**src/rtl/inst_fetch_pkg.sv**
```systemverilog
// rtl/inst_fetch_pkg.sv - shared instruction/address widths and fetch FSM encoding
package inst_fetch_pkg;

  localparam int unsigned IF_INST_BITS = 32;
  localparam int unsigned IF_ADDR_BITS = 16;

  typedef enum logic [1:0] {
    ST_IDLE = 2'd0,
    ST_REQ  = 2'd1,
    ST_WAIT = 2'd2,
    ST_OUT  = 2'd3
  } fetch_state_e;

endpackage

```
**src/rtl/inst_fetch.sv**
```systemverilog
// rtl/inst_fetch.sv - single-outstanding instruction fetch with jump redirect
module inst_fetch
  import inst_fetch_pkg::*;
#(
  parameter int unsigned          INST_BITS = IF_INST_BITS,
  parameter int unsigned          ADDR_BITS = IF_ADDR_BITS,
  parameter logic [ADDR_BITS-1:0] RESET_PC  = '0
) (
  input  logic                 clk,
  input  logic                 rst,
  output logic                 o_imem_req,
  output logic [ADDR_BITS-1:0] o_imem_addr,
  input  logic [INST_BITS-1:0] i_imem_rdata,
  input  logic                 i_imem_rvalid,
  output logic [INST_BITS-1:0] o_inst,
  output logic                 o_inst_valid,
  output logic [ADDR_BITS-1:0] o_inst_pc,
  input  logic                 i_stall,
  input  logic [ADDR_BITS-1:0] i_j_addr,
  input  logic                 i_j_addr_valid,
  input  logic [ADDR_BITS-1:0] i_jal_addr,
  input  logic                 i_jal_addr_valid,
  input  logic [ADDR_BITS-1:0] i_jr_addr,
  input  logic                 i_jr_valid
);

  fetch_state_e         state_q, state_d;
  logic [ADDR_BITS-1:0] pc_q, pc_d;
  logic                 drop_q, drop_d;
  logic [INST_BITS-1:0] inst_q, inst_d;
  logic                 inst_valid_q, inst_valid_d;
  logic [ADDR_BITS-1:0] inst_pc_q, inst_pc_d;

  logic                 redir;
  logic [ADDR_BITS-1:0] redir_addr;
  logic                 req;

  // Redirect select: the later-stage register jump wins over decoder jumps.
  always_comb begin
    redir = i_jr_valid | i_jal_addr_valid | i_j_addr_valid;
    if (i_jr_valid) begin
      redir_addr = i_jr_addr;
    end else if (i_jal_addr_valid) begin
      redir_addr = i_jal_addr;
    end else begin
      redir_addr = i_j_addr;
    end
  end

  // Next-state logic; a redirect always withdraws the presented instruction.
  always_comb begin
    state_d      = state_q;
    pc_d         = pc_q;
    drop_d       = drop_q;
    inst_d       = inst_q;
    inst_valid_d = inst_valid_q;
    inst_pc_d    = inst_pc_q;
    req          = 1'b0;

    if (redir) begin
      inst_valid_d = 1'b0;
    end

    case (state_q)
      ST_IDLE: begin
        state_d = ST_REQ;
        if (redir) begin
          pc_d = redir_addr;
        end
      end

      ST_REQ: begin
        // The request goes out with the old PC even when redirected; its data is dropped later.
        req     = 1'b1;
        state_d = ST_WAIT;
        if (redir) begin
          pc_d   = redir_addr;
          drop_d = 1'b1;
        end
      end

      ST_WAIT: begin
        if (i_imem_rvalid) begin
          if (redir || drop_q) begin
            drop_d  = 1'b0;
            state_d = ST_REQ;
            if (redir) begin
              pc_d = redir_addr;
            end
          end else begin
            inst_d       = i_imem_rdata;
            inst_pc_d    = pc_q;
            inst_valid_d = 1'b1;
            pc_d         = pc_q + ADDR_BITS'(1);
            state_d      = ST_OUT;
          end
        end else if (redir) begin
          pc_d   = redir_addr;
          drop_d = 1'b1;
        end
      end

      ST_OUT: begin
        if (redir) begin
          pc_d    = redir_addr;
          state_d = ST_REQ;
        end else if (!i_stall) begin
          // Hand-off cycle: issue the next fetch while the decoder takes this one.
          req          = 1'b1;
          inst_valid_d = 1'b0;
          state_d      = ST_WAIT;
        end
      end

      default: begin
        state_d = ST_IDLE;
      end
    endcase
  end

  // State, PC and presented-instruction registers.
  always_ff @(posedge clk or negedge rst) begin
    if (!rst) begin
      state_q      <= ST_IDLE;
      pc_q         <= RESET_PC;
      drop_q       <= 1'b0;
      inst_q       <= '0;
      inst_valid_q <= 1'b0;
      inst_pc_q    <= '0;
    end else begin
      state_q      <= state_d;
      pc_q         <= pc_d;
      drop_q       <= drop_d;
      inst_q       <= inst_d;
      inst_valid_q <= inst_valid_d;
      inst_pc_q    <= inst_pc_d;
    end
  end

  assign o_imem_req   = req;
  assign o_imem_addr  = req ? pc_q : '0;
  assign o_inst       = inst_q;
  assign o_inst_valid = inst_valid_q;
  assign o_inst_pc    = inst_pc_q;

endmodule

```
**config.mk**
```make
export PLATFORM = sky130hd
export DESIGN_NAME = inst_fetch
export DESIGN_NICKNAME = d
export VERILOG_FILES = /design/src/rtl/inst_fetch_pkg.sv /design/src/rtl/inst_fetch.sv
export SDC_FILE = /design/constraint.sdc
export NUM_CORES = 1
export LEC_CHECK = 0
export ABC_AREA = 1
export CAP_MARGIN = 20
export CORE_MARGIN = 5
export CORE_UTILIZATION = 39
export DETAILED_ROUTE_END_ITERATION = 8
export GPL_TIMING_DRIVEN = 0
export PLACE_DENSITY = 0.83
export SLEW_MARGIN = 15
export SYNTH_ARGS = -nofsm -noshare
export SYNTH_HDL_FRONTEND = slang
export SYNTH_SLANG_ARGS = --single-unit
```
**constraint.sdc**
```tcl
create_clock -name clk -period 1.3 [get_ports clk]
set_input_delay 0.13 -clock clk [delete_from_list [all_inputs] [get_ports clk]]
set_output_delay 0.13 -clock clk [all_outputs]
set_load 0.01 [all_outputs]
```
---- Word level (Yosys, flattened, before mapping) ----
Index checks and enable logic that the tools add are counted.
storage, ports and cells
  logic and storage cells ................. 48
  bits of input ports ..................... 87
  bits in registers ....................... 68
  output and inout bits ................... 66
cells by class
  equal/unequal tests ..................... 6
  $add $sub $neg .......................... 1
  muxes and demuxes ....................... 25
  bitwise logic cells ..................... 3
  reductions and logical operators ........ 7
operators by type and width
  kind                                                                   number
  16-bit two-way mux                                                     6
  16-bit case mux with 2 select lines                                    1
  16-bit by 1-bit adder with 16-bit output, second input constant        1
  1-bit two-way mux                                                      10
  2-bit two-way mux                                                      4
  2-bit case mux with 4 select lines                                     1
  3-bit inequality test, second input constant                           2
  1-bit case mux with 2 select lines                                     3
  2-bit equality test, second input constant                             2
  2-bit AND reduction                                                    2
  3-bit AND reduction                                                    1
  3-bit OR reduction                                                     1
  2-bit by 1-bit equality test with 1-bit output, second input constant  1
  2-bit zero test                                                        1
  2-bit inequality test, second input constant                           1
  1-bit OR                                                               2
  2-bit nonzero test                                                     1
  1-bit logical OR                                                       1
  1-bit inverter                                                         1

---- Longest topological paths before layout ----
Gate-level depths: netlist of run 1.
  depth after elaboration ................. 6
  depth in mapped cells ................... 10
  depth with buffers taken out ............ 9

---- Least setup slack after synthesis of run 1 ----
No wires, ideal clock.
  path kind ............................... register -> register
  start point ............................. register pc_q[1]
  end point ............................... register pc_q[14]
  required time ........................... 1.175 ns
  slack ................................... -0.011 ns
  stages on the path, launching flop included .. 9
  clock period less this slack ............ 1.311 ns
  setup time .............................. 0.125 ns
  arrival ................................. 1.186 ns
  path buffers ............................ 0
  path through ............................ dfrtp_1 ha_1 nand2_1 nor2_1 nand2_1 nor2_1 nand2_1 nand3_1 nand3_1
on the way
  word-level cells in the longest chain between the ends .. 4
ends and longest elaborated chain
  item                                      RTL line           source
  start, declared                           inst_fetch.sv:28   logic [ADDR_BITS-1:0] pc_q, pc_d;
  start signal, assigned                    inst_fetch.sv:132  pc_q <= pc_d;
  16-bit by 1-bit adder with 16-bit output  inst_fetch.sv:94   pc_d = pc_q + ADDR_BITS'(1);
  16-bit two-way mux                        inst_fetch.sv:84   if (redir || drop_q) begin
  16-bit two-way mux                        inst_fetch.sv:83   if (i_imem_rvalid) begin
  16-bit case mux with 2 select lines       inst_fetch.sv:64   case (state_q)
  via pc_d[14]                              inst_fetch.sv:28
The timed path passes the listed nets, and every way through them passes these cells.
A chain may end at the register's enable or synchronous reset.

---- Final worst setup path of run 1 ----
  start point ............................. register state_q[0]
  end point ............................... register inst_q[8], in the netlist o_inst[8]
on the way
  word-level cells in the longest chain between the ends .. 2
ends and longest elaborated chain
  item                                  RTL line           source
  start, declared                       inst_fetch.sv:27   fetch_state_e state_q, state_d;
  start signal, assigned                inst_fetch.sv:131  state_q <= state_d;
  2-bit equality test                   inst_fetch.sv:64
  3-bit AND reduction (no source line)  --
  end signal, assigned                  inst_fetch.sv:134  inst_q <= inst_d;
  end, declared                         inst_fetch.sv:30   logic [INST_BITS-1:0] inst_q, inst_d;
No other way between the ends.

==> metrics, run 1 <==
outcome=finished, violations left; failing checks=negative setup slack; Post-Synth Simple-Gate Area=35.1%; DR iter-0 viols=273; antenna violations before repair=0; CP endpoint kind=register; # setup viols final=81; area share of the largest cell type after synthesis=46.9%; Seq/Total Area, Yosys=46.9%; leakage=3.26 nW; Fmax=0.643 GHz; Die Span Y=106 um; Final Hold Viols=0; top cells by count, synth=nand2_1 (207), dfrtp_1 (68), nor2_1 (42); ys flop type=dfrtp_1; post-synthesis compound-gate area fraction=8.41%; port bufs=151; min-delay worst type=primary input to register; Final Critical Period=1.56 ns; root buffer cell=clkbuf_8; Hold Path Depth=4; initial core utilization=39.6%; post-route insts no fill=800; cell count after synthesis=485; Startpoint Class=register; CP arrival=1.84 ns; metal3 WL=959 um; max-cap viol count=0; DR WL/cell=16.1 um; vias post-DR=4041; Final GP Congestion=0.942; Clock Latency Late Sink=0.35 ns; Antenna Nets Post-Route=0; number of synthesis warnings=0; CP Class=register to register; worst rel slew slack=66.1%; Die Wd=106 um; row count=35; VDD IR max=0.000702 V; final worst-path cycle share=120%; H-Tree Depth=3; WL final=12900 um; CTS tree=done; clock-pin slew on the worst setup and hold paths=0.08 ns; Mapped Nets=573; Synth Register Bits=68; Layout area overhead=74.2%; pin count of the biggest net entering global routing=44; Least-Margin Pin Slew=0.508 ns; XOR/XNOR Fraction of Synth Area=1.21%; main combinational cell family by area after synthesis=simple AND/OR/NAND/NOR gates; Setup TNS=-15.30 ns; Placed Cells=748; post-synthesis cell type count=30; CP Max Fanout=5; core area=9150 um2; area leader, netlist=dfrtp_1; vias in the first global route=4020; reg2reg path depth=9; mapped cell area=3630 um2; Synth Area in Adders=0.345%; Synth area leaders=dfrtp_1 (47%), nand2_1 (21%), nand3_1 (4.4%); max-slew violations=0; drt first pass iters=5; mux cell area share after synthesis=0%; async set-reset flop share out of synthesis=100%; Power Density=1520 nW/um2; Antenna diodes=0; count leader, synth=nand2_1; R2R setup slack=-0.26 ns; I/O pins=153; # nets final=772; first-pass GRT wire length=19200 um; TritonCTS buffer count=9; unrepaired setup endpoints after global routing=true; drt via density=5.05; fin util=69.1%; HPWL Detailed=8840 um; total global routing track utilization=21.2%; final clock skew=0.00719 ns; share of layout cells above drive strength 1=27.7%; Synth Area per Inst=7.48 um2; total gr overflow=0; Post-route DRC=0; Req. time, crit path=1.58 ns; clock tree buffer depth=2; EDFF count, synth=0; uppermost layer routed=met4; DR WL met2=6290 um; die area=11300 um2; WL met1=5200 um; Sink Count=68; Final WS setup=-0.256 ns
cells by family after synthesis:
logic type / count (synthesis)
buffers and inverters: 57
adder cells (fa/ha/maj): 1
AND/OR/NAND/NOR: 302
XOR/XNOR: 5
flip-flops: 68
AO/OA/AOI/OAI: 52
layout by cell type, fill, tap and decap left out, types with 3 or more instances in the layout:
cell	n
nand3_2	5
dfrtp_1	67
o21ai_1	7
nor2_1	22
xor2_1	5
buf_8	8
o211ai_1	13
buf_2	13
buf_4	19
nor2_2	11
clkinv_4	3
a21oi_1	7
buf_6	24
nor2_4	13
nand2_1	166
nand4_1	7
nand2_2	34
o21ai_2	9
clkdlybuf4s50_1	82
nand2_4	10
a21oi_2	3
o21ai_0	9
clkbuf_16	5
dlygate4sd2_1	50
nand3_1	28
buf_16	3
inv_1	29
clkbuf_8	9
worst paths after layout:
check                                  end              from
worst max-delay path             o_inst[8]        state_q[0]
worst min-delay path                drop_q  i_jal_addr_valid
worst max register to register   o_inst[8]        state_q[0]
worst min register to register  o_inst[14]        o_inst[14]
max in group asynchronous       state_q[0]               rst
min in group asynchronous          pc_q[1]               rst
stage by stage:
stage          area, um2  hold slack (ns)  setup WS, ns  total power (W)
3_3_place_gp        5280            0.453         -2.21          0.00715
3_5_place_dp        5300           0.0786        -0.993          0.00728
6_report            6320            0.237        -0.256          0.00961
4_1_cts             5690            0.219        -0.225          0.00907
5_1_grt             6320            0.246        -0.306           0.0102
2_1_floorplan       3630           -0.166        0.0269          0.00490
power breakdown:
group	internal, W	total, W	switching (W)
Clock	0.000896	0.00178	0.000881
Sequential	0.00285	0.00337	0.000525
Combinational	0.00224	0.00446	0.00222
flip-flops by register name (all words and copies together), names as in the netlist:
register / count
drop_q: 1
o_inst_valid: 1
o_inst_pc: 16
o_inst: 32
pc_q: 16
state_q: 2
metal layers:
metal | track usage, % | vias up
met3 | 4.92 | 34
li1 | - | 1940
met4 | 10.3 | 0
met1 | 25.7 | 1888
met2 | 35.4 | 179
met5 | 0 | -
area by class of cell:
class,instances,area (um2)
fillers,711,2830
multi-input cells,361,2000
repair buffers,188,1900
flip-flops and latches,68,1700
plain buffers,21,234
inverters,35,149
well taps,111,139
clock buffers,9,124
clock inverters,7,75.1
critical path, cell delays in order (launching register included):
cell and delay (ns):
dfrtp_2 0.46, buf_6 0.14, nor2_4 0.14, nand2_4 0.09, nor2_4 0.21, buf_4 0.14
buf_6 0.09, buf_6 0.11, nand2_1 0.05, nand2_1 0.06
timing repair:
| item | in CTS | in global routing |
|---|---|---|
| hold endpoints to repair | 25 | 0 |
| setup endpoints to repair | 130 | 82 |
| resized for setup | 169 | 124 |
| cloned | 3 | 8 |
| setup buffers | 10 | 15 |
| pin swaps | 5 | 39 |
| hold buffers | 1 | 0 |
(Power assumes the default switching activity.)
==> run 2, diff against run 1 <==
--- a/config.mk
+++ b/config.mk
@@ -6,12 +6,14 @@
 export NUM_CORES = 1
 export LEC_CHECK = 0
 export ABC_AREA = 1
-export CAP_MARGIN = 20
+export CAP_MARGIN = 10
+export CORE_ASPECT_RATIO = 1.25
 export CORE_MARGIN = 5
 export CORE_UTILIZATION = 39
 export DETAILED_ROUTE_END_ITERATION = 8
 export GPL_TIMING_DRIVEN = 0
 export PLACE_DENSITY = 0.83
+export RECOVER_POWER = 50
 export SLEW_MARGIN = 15
 export SYNTH_ARGS = -nofsm -noshare
 export SYNTH_HDL_FRONTEND = slang
==> run 2 against run 1 <==
- wire length is 2.2% higher
- worst hold slack better by 0.0097 ns
- via count is 1.4% higher
- critical path type unchanged
- sequential cell count stayed put
- core utilization is 0.33 points higher
- maximum frequency is 1.3% higher
- global-route usage is 1.4 points higher
- clock skew is 0.00060 ns lower
- largest cell class is now multi-input gates
- first-iteration DRC count is 18% higher
- the flow still finishes with violations (negative setup slack)
- die area is 0.11% higher
- sequential power hardly changed
- critical path depth is 1 higher
==> metrics, run 2 (same netlist as run 1, synthesis figures left out) <==
# setup viols final=81; post-route insts no fill=803; CP arrival=1.80 ns; DR iter-0 viols=321; outcome=finished, violations left; Sink Count=68; cell mode on critical path=nor2_1; CP delay by family, top=buffers and inverters; Fmax=0.651 GHz; clock tree buffer depth=2; die area=11300 um2; TritonCTS buffer count=9; most common cell after layout, fill and taps aside=nand2_1; Die Wd=96.3 um; Power Total=0.0102 W; R2R setup slack=-0.24 ns; drt first pass iters=5; most frequent cells in the layout=nand2_1 (159), clkdlybuf4s50_1 (82), dfrtp_1 (67), dlygate4sd2_1 (51), nand2_2 (42); grt peak-use layer=met2; Slowest-stage cell, CP=dfrtp_2; vias post-DR=4098; Req. time, crit path=1.56 ns; leakage=3.26 nW; cell depth of the worst setup path=10; Clock Latency Late Sink=0.33 ns; worst rel slew slack=55.1%; Final GP Congestion=0.932; r2r endpoint=pc_q[0]; Power Density=1610 nW/um2; Final Critical Period=1.54 ns; I/O pins=153; VDD IR max=0.000675 V; Layout area overhead=74.5%; pin count of the biggest net entering global routing=43; CP endpoint kind=register; FF+latch area=1700 um2; vias in the first global route=4164; max-slew violations=0; Antenna Nets Post-Route=0; GR Layer Usage met1=26.4%; fin util=69.4%; final worst-path cycle share=118%; reg2reg path depth=10; clock-pin slew on the worst setup and hold paths=0.06 ns; Final Hold Viols=0; Antenna diodes=0; root buffer cell=clkbuf_16; failing checks=negative setup slack; max reg flops=32; Placed Cells=760; GRT met2 Usage=38.7%; H-Tree Depth=3; total global routing track utilization=22.6%; Hold Path Depth=4; final clock skew=0.00659 ns; pre-CTS setup slack=-0.957 ns; Final WS setup=-0.236 ns; row count=39; min-delay src=i_jal_addr_valid; WL final=13200 um; Setup TNS=-12.70 ns; Least-Margin Pin Slew=0.673 ns; Die Span Y=118 um; core area=9130 um2; first-pass GRT wire length=20100 um; share of layout cells above drive strength 1=28.1%; unrepaired setup endpoints after global routing=true; min-delay worst type=primary input to register; Fillers=678; largest stage delay on the critical path=0.45 ns; Startpoint Class=register; met3 usage=4.22%; initial core utilization=39.8%; max-cap viol count=0; CP Max Fanout=5; drt via density=5.10; port bufs=151; CTS tree=done; Worst R2R Start=state_q[0]; area of the multi-input gates=2030 um2; Critical Path, Cell by Cell=buf_6 -> nor2_4 -> nand2_4 -> inv_8 -> buf_12 -> nand2_8 -> buf_8 -> o21ai_2 -> nor2_1 -> nor2_1; worst min-delay path endpoint=drop_q; total gr overflow=0; HPWL Detailed=8760 um; antenna violations before repair=0; # nets final=763; Buf/Inv on CP=4; CP Class=register to register; DR WL/cell=16.4 um; Post-route DRC=0
[run 2: how the worst max path moves through the flow]
stage                     startpoint               to  slack (ns)
after floorplan           state_q[0]        o_inst[0]        0.03
after global placement           rst     o_inst_pc[1]       -2.11
after detailed placement  i_jr_valid  o_imem_addr[12]       -0.96
after CTS                 state_q[0]  o_imem_addr[10]       -0.19
after global routing      state_q[0]  o_imem_addr[14]       -0.30
final                     state_q[0]          pc_q[0]       -0.24
[run 2: layout make-up]
cell class	count	share of cell area (%)
clock inverter	5	0.790
inverter	35	2.39
buffer	22	3.81
multi-input combinational	361	32.1
timing repair buffer	178	27.6
sequential	68	26.9
tap	123	2.43
clock buffer	11	3.99
[run 2: timing repair]
item,CTS,global route
hold endpoints to repair,26,0
pin swaps,7,47
setup endpoints to repair,129,81
buffers inserted,13,3
gates resized for setup,193,108
cloned,9,2
hold buffers,1,0
[run 2: power by group]
part | internal, W | switching, W
sequential | 0.00286 | 0.000525
clock | 0.00157 | 0.000888
combinational | 0.00213 | 0.00225
total | 0.00656 | 0.00366
[run 2: worst min-delay path: stages]
cell and delay, ns:
buf_6 0.13, nor2_8 0.06, nand3_4 0.09, a32o_1 0.13
[run 2: through the flow]
stage	hold slack [ns]	instance area [um2]
6_report	0.247	6330
5_1_grt	0.266	6330
4_1_cts	0.249	5950
3_5_place_dp	0.0600	5310
3_3_place_gp	0.453	5300
2_1_floorplan	-0.166	3630
[run 2: routing by layer]
metal  wire [um]  part of all wire, %
met5           0                    0
met2        7000                   53
met3        1000                  7.6
met1        4720                   36
met4         451                  3.4
==> run 3, diff against run 2 <==
--- a/config.mk
+++ b/config.mk
@@ -9,10 +9,11 @@
 export CAP_MARGIN = 10
 export CORE_ASPECT_RATIO = 1.25
 export CORE_MARGIN = 5
-export CORE_UTILIZATION = 39
+export CORE_UTILIZATION = 49
 export DETAILED_ROUTE_END_ITERATION = 8
+export DONT_BUFFER_PORTS = 1
 export GPL_TIMING_DRIVEN = 0
-export PLACE_DENSITY = 0.83
+export PLACE_DENSITY = 0.65
 export RECOVER_POWER = 50
 export SLEW_MARGIN = 15
 export SYNTH_ARGS = -nofsm -noshare
==> run 3 against run 2 <==
- the run ends with negative hold slack, negative setup slack left
- combinational power shrank 33%
- critical endpoint is now o_imem_addr[7]
- first-iteration DRC count down 40%
- register-to-register slack better by 0.09 ns
- clock skew fell by 0.0034 ns
- critical path depth is 5 lower
- count of clock-buffer cells in the layout increased by 1
==> metrics, run 3 (same netlist as run 1, synthesis figures left out) <==
Layout area overhead=46.3%; largest stage delay on the critical path=0.45 ns; share of layout cells above drive strength 1=35.7%; max reg flops=32; vias in the first global route=3667; WL final=12600 um; Req. time, crit path=1.17 ns; TritonCTS buffer count=9; Power Density=1590 nW/um2; antenna violations before repair=0; most frequent cells in the layout=nand2_1 (138), dfrtp_1 (66), nand2_2 (56), dlygate4sd3_1 (33), inv_1 (27); initial core utilization=49.6%; H-Tree Depth=3; Critical Path, Cell by Cell=nand3_2 -> nand2_4 -> inv_8 -> buf_12 -> nor2_4; Slowest-stage cell, CP=dfrtp_2; outcome=finished, violations left; CTS tree=done; most common cell after layout, fill and taps aside=nand2_1; leakage=2.59 nW; Startpoint Class=register; Worst R2R Start=state_q[1]; vias post-DR=3634; row count=35; r2r endpoint=pc_q[13]; Fmax=0.655 GHz; pin count of the biggest net entering global routing=69; max-cap viol count=0; root buffer cell=clkbuf_8; Final WS setup=-0.227 ns; core area=7310 um2; R2R setup slack=-0.15 ns; Final GP Congestion=0.842; Final Hold Viols=68; Sink Count=68; CP endpoint kind=output pin; FF+latch area=1700 um2; port bufs=0; Least-Margin Pin Slew=0.417 ns; Setup TNS=-8.44 ns; unrepaired setup endpoints after global routing=true; # nets final=651; Hold-fix buffers, CTS=33; Post-route DRC=0; reg2reg path depth=11; Final Critical Period=1.53 ns; # setup viols final=77; Clock Latency Late Sink=0.34 ns; clock tree buffer depth=2; final worst-path cycle share=117%; CP Max Fanout=8; worst rel slew slack=72.2%; final clock skew=0.00320 ns; Fillers=488; max-slew violations=0; total global routing track utilization=24.9%; DR WL/cell=19.0 um; CP arrival=1.40 ns; min-delay worst type=primary input to async pin; Antenna Nets Post-Route=0; CP Class=register to output pin; WHS=-0.524 ns; first-pass GRT wire length=18100 um; I/O pins=153; drt first pass iters=5; total gr overflow=0; VDD IR max=0.000863 V; Antenna diodes=0; failing checks=negative hold slack, negative setup slack; area of the multi-input gates=2150 um2; DR iter-0 viols=193; die area=9240 um2; Die Wd=87.0 um; drt via density=5.51; HPWL Detailed=7340 um; Die Span Y=106 um; clock-pin slew on the worst setup and hold paths=0.07 ns
[run 3: worst max-delay path by stage]
stage | startpoint | end | slack [ns] | depth (start not counted)
after CTS | state_q[0] | o_imem_addr[13] | -0.22 | 5
after detailed placement | pc_q[1] | pc_q[14] | -0.17 | 8
after global placement | pc_q[1] | pc_q[14] | -0.15 | 8
after floorplan | state_q[0] | o_inst[0] | 0.03 | 8
final | state_q[0] | o_imem_addr[7] | -0.23 | 5
after global routing | state_q[0] | o_imem_addr[7] | -0.28 | 5
[run 3: what timing repair did]
| item | CTS | global route |
|---|---|---|
| gates cloned | 9 | 3 |
| gates resized for setup | 141 | 90 |
| endpoints found under the hold margin | 102 | 68 |
| setup buffers | 20 | 10 |
| setup endpoints to repair | 77 | 80 |
| pin swaps | 33 | 39 |
[run 3: report_power, final]
part / internal (W) / switching (W)
Clock: 0.000739 / 0.000803
Sequential: 0.00285 / 0.00114
Combinational: 0.00131 / 0.00161
Total: 0.00490 / 0.00355
[run 3: layout make-up]
type,count,area share (%)
Clock buffer,12,2.73
Multi-Input combinational cell,360,40.6
Timing Repair Buffer,70,15.4
Inverter,35,2.66
Tap cell,92,2.17
Sequential cell,68,32.1
Clock inverter,4,0.471
Buffer,19,3.93
[run 3: routing by layer]
layer	GRT usage [%]	routed length, um	vias to the layer above
li1	-	-	1702
met1	29.7	4680	1731
met2	42.7	6560	177
met3	6.28	1090	24
met4	9.13	252	0
met5	0	0	-
[run 3: worst max-delay path: cells and delay by family, from the launching register on]
kind / cells / cell delay [ns]
buffers and inverters: 2 / 0.20
flip-flops: 1 / 0.45
AND/OR/NAND/NOR: 3 / 0.38
[run 3: per-stage QoR]
stage / cell area, um2 / utilization, % / power, W / setup slack, ns / cells
floorplan: 3630 / - / 0.00490 / 0.0269 / 485
CTS: 4950 / 67.8 / 0.00773 / -0.219 / 655
finish: 5310 / 72.6 / 0.00846 / -0.227 / 660
global placement: 3750 / 51.2 / 0.00532 / -0.150 / 577
detailed placement: 3750 / 51.2 / 0.00541 / -0.174 / 577
global route: 5310 / 72.6 / 0.00889 / -0.283 / 660
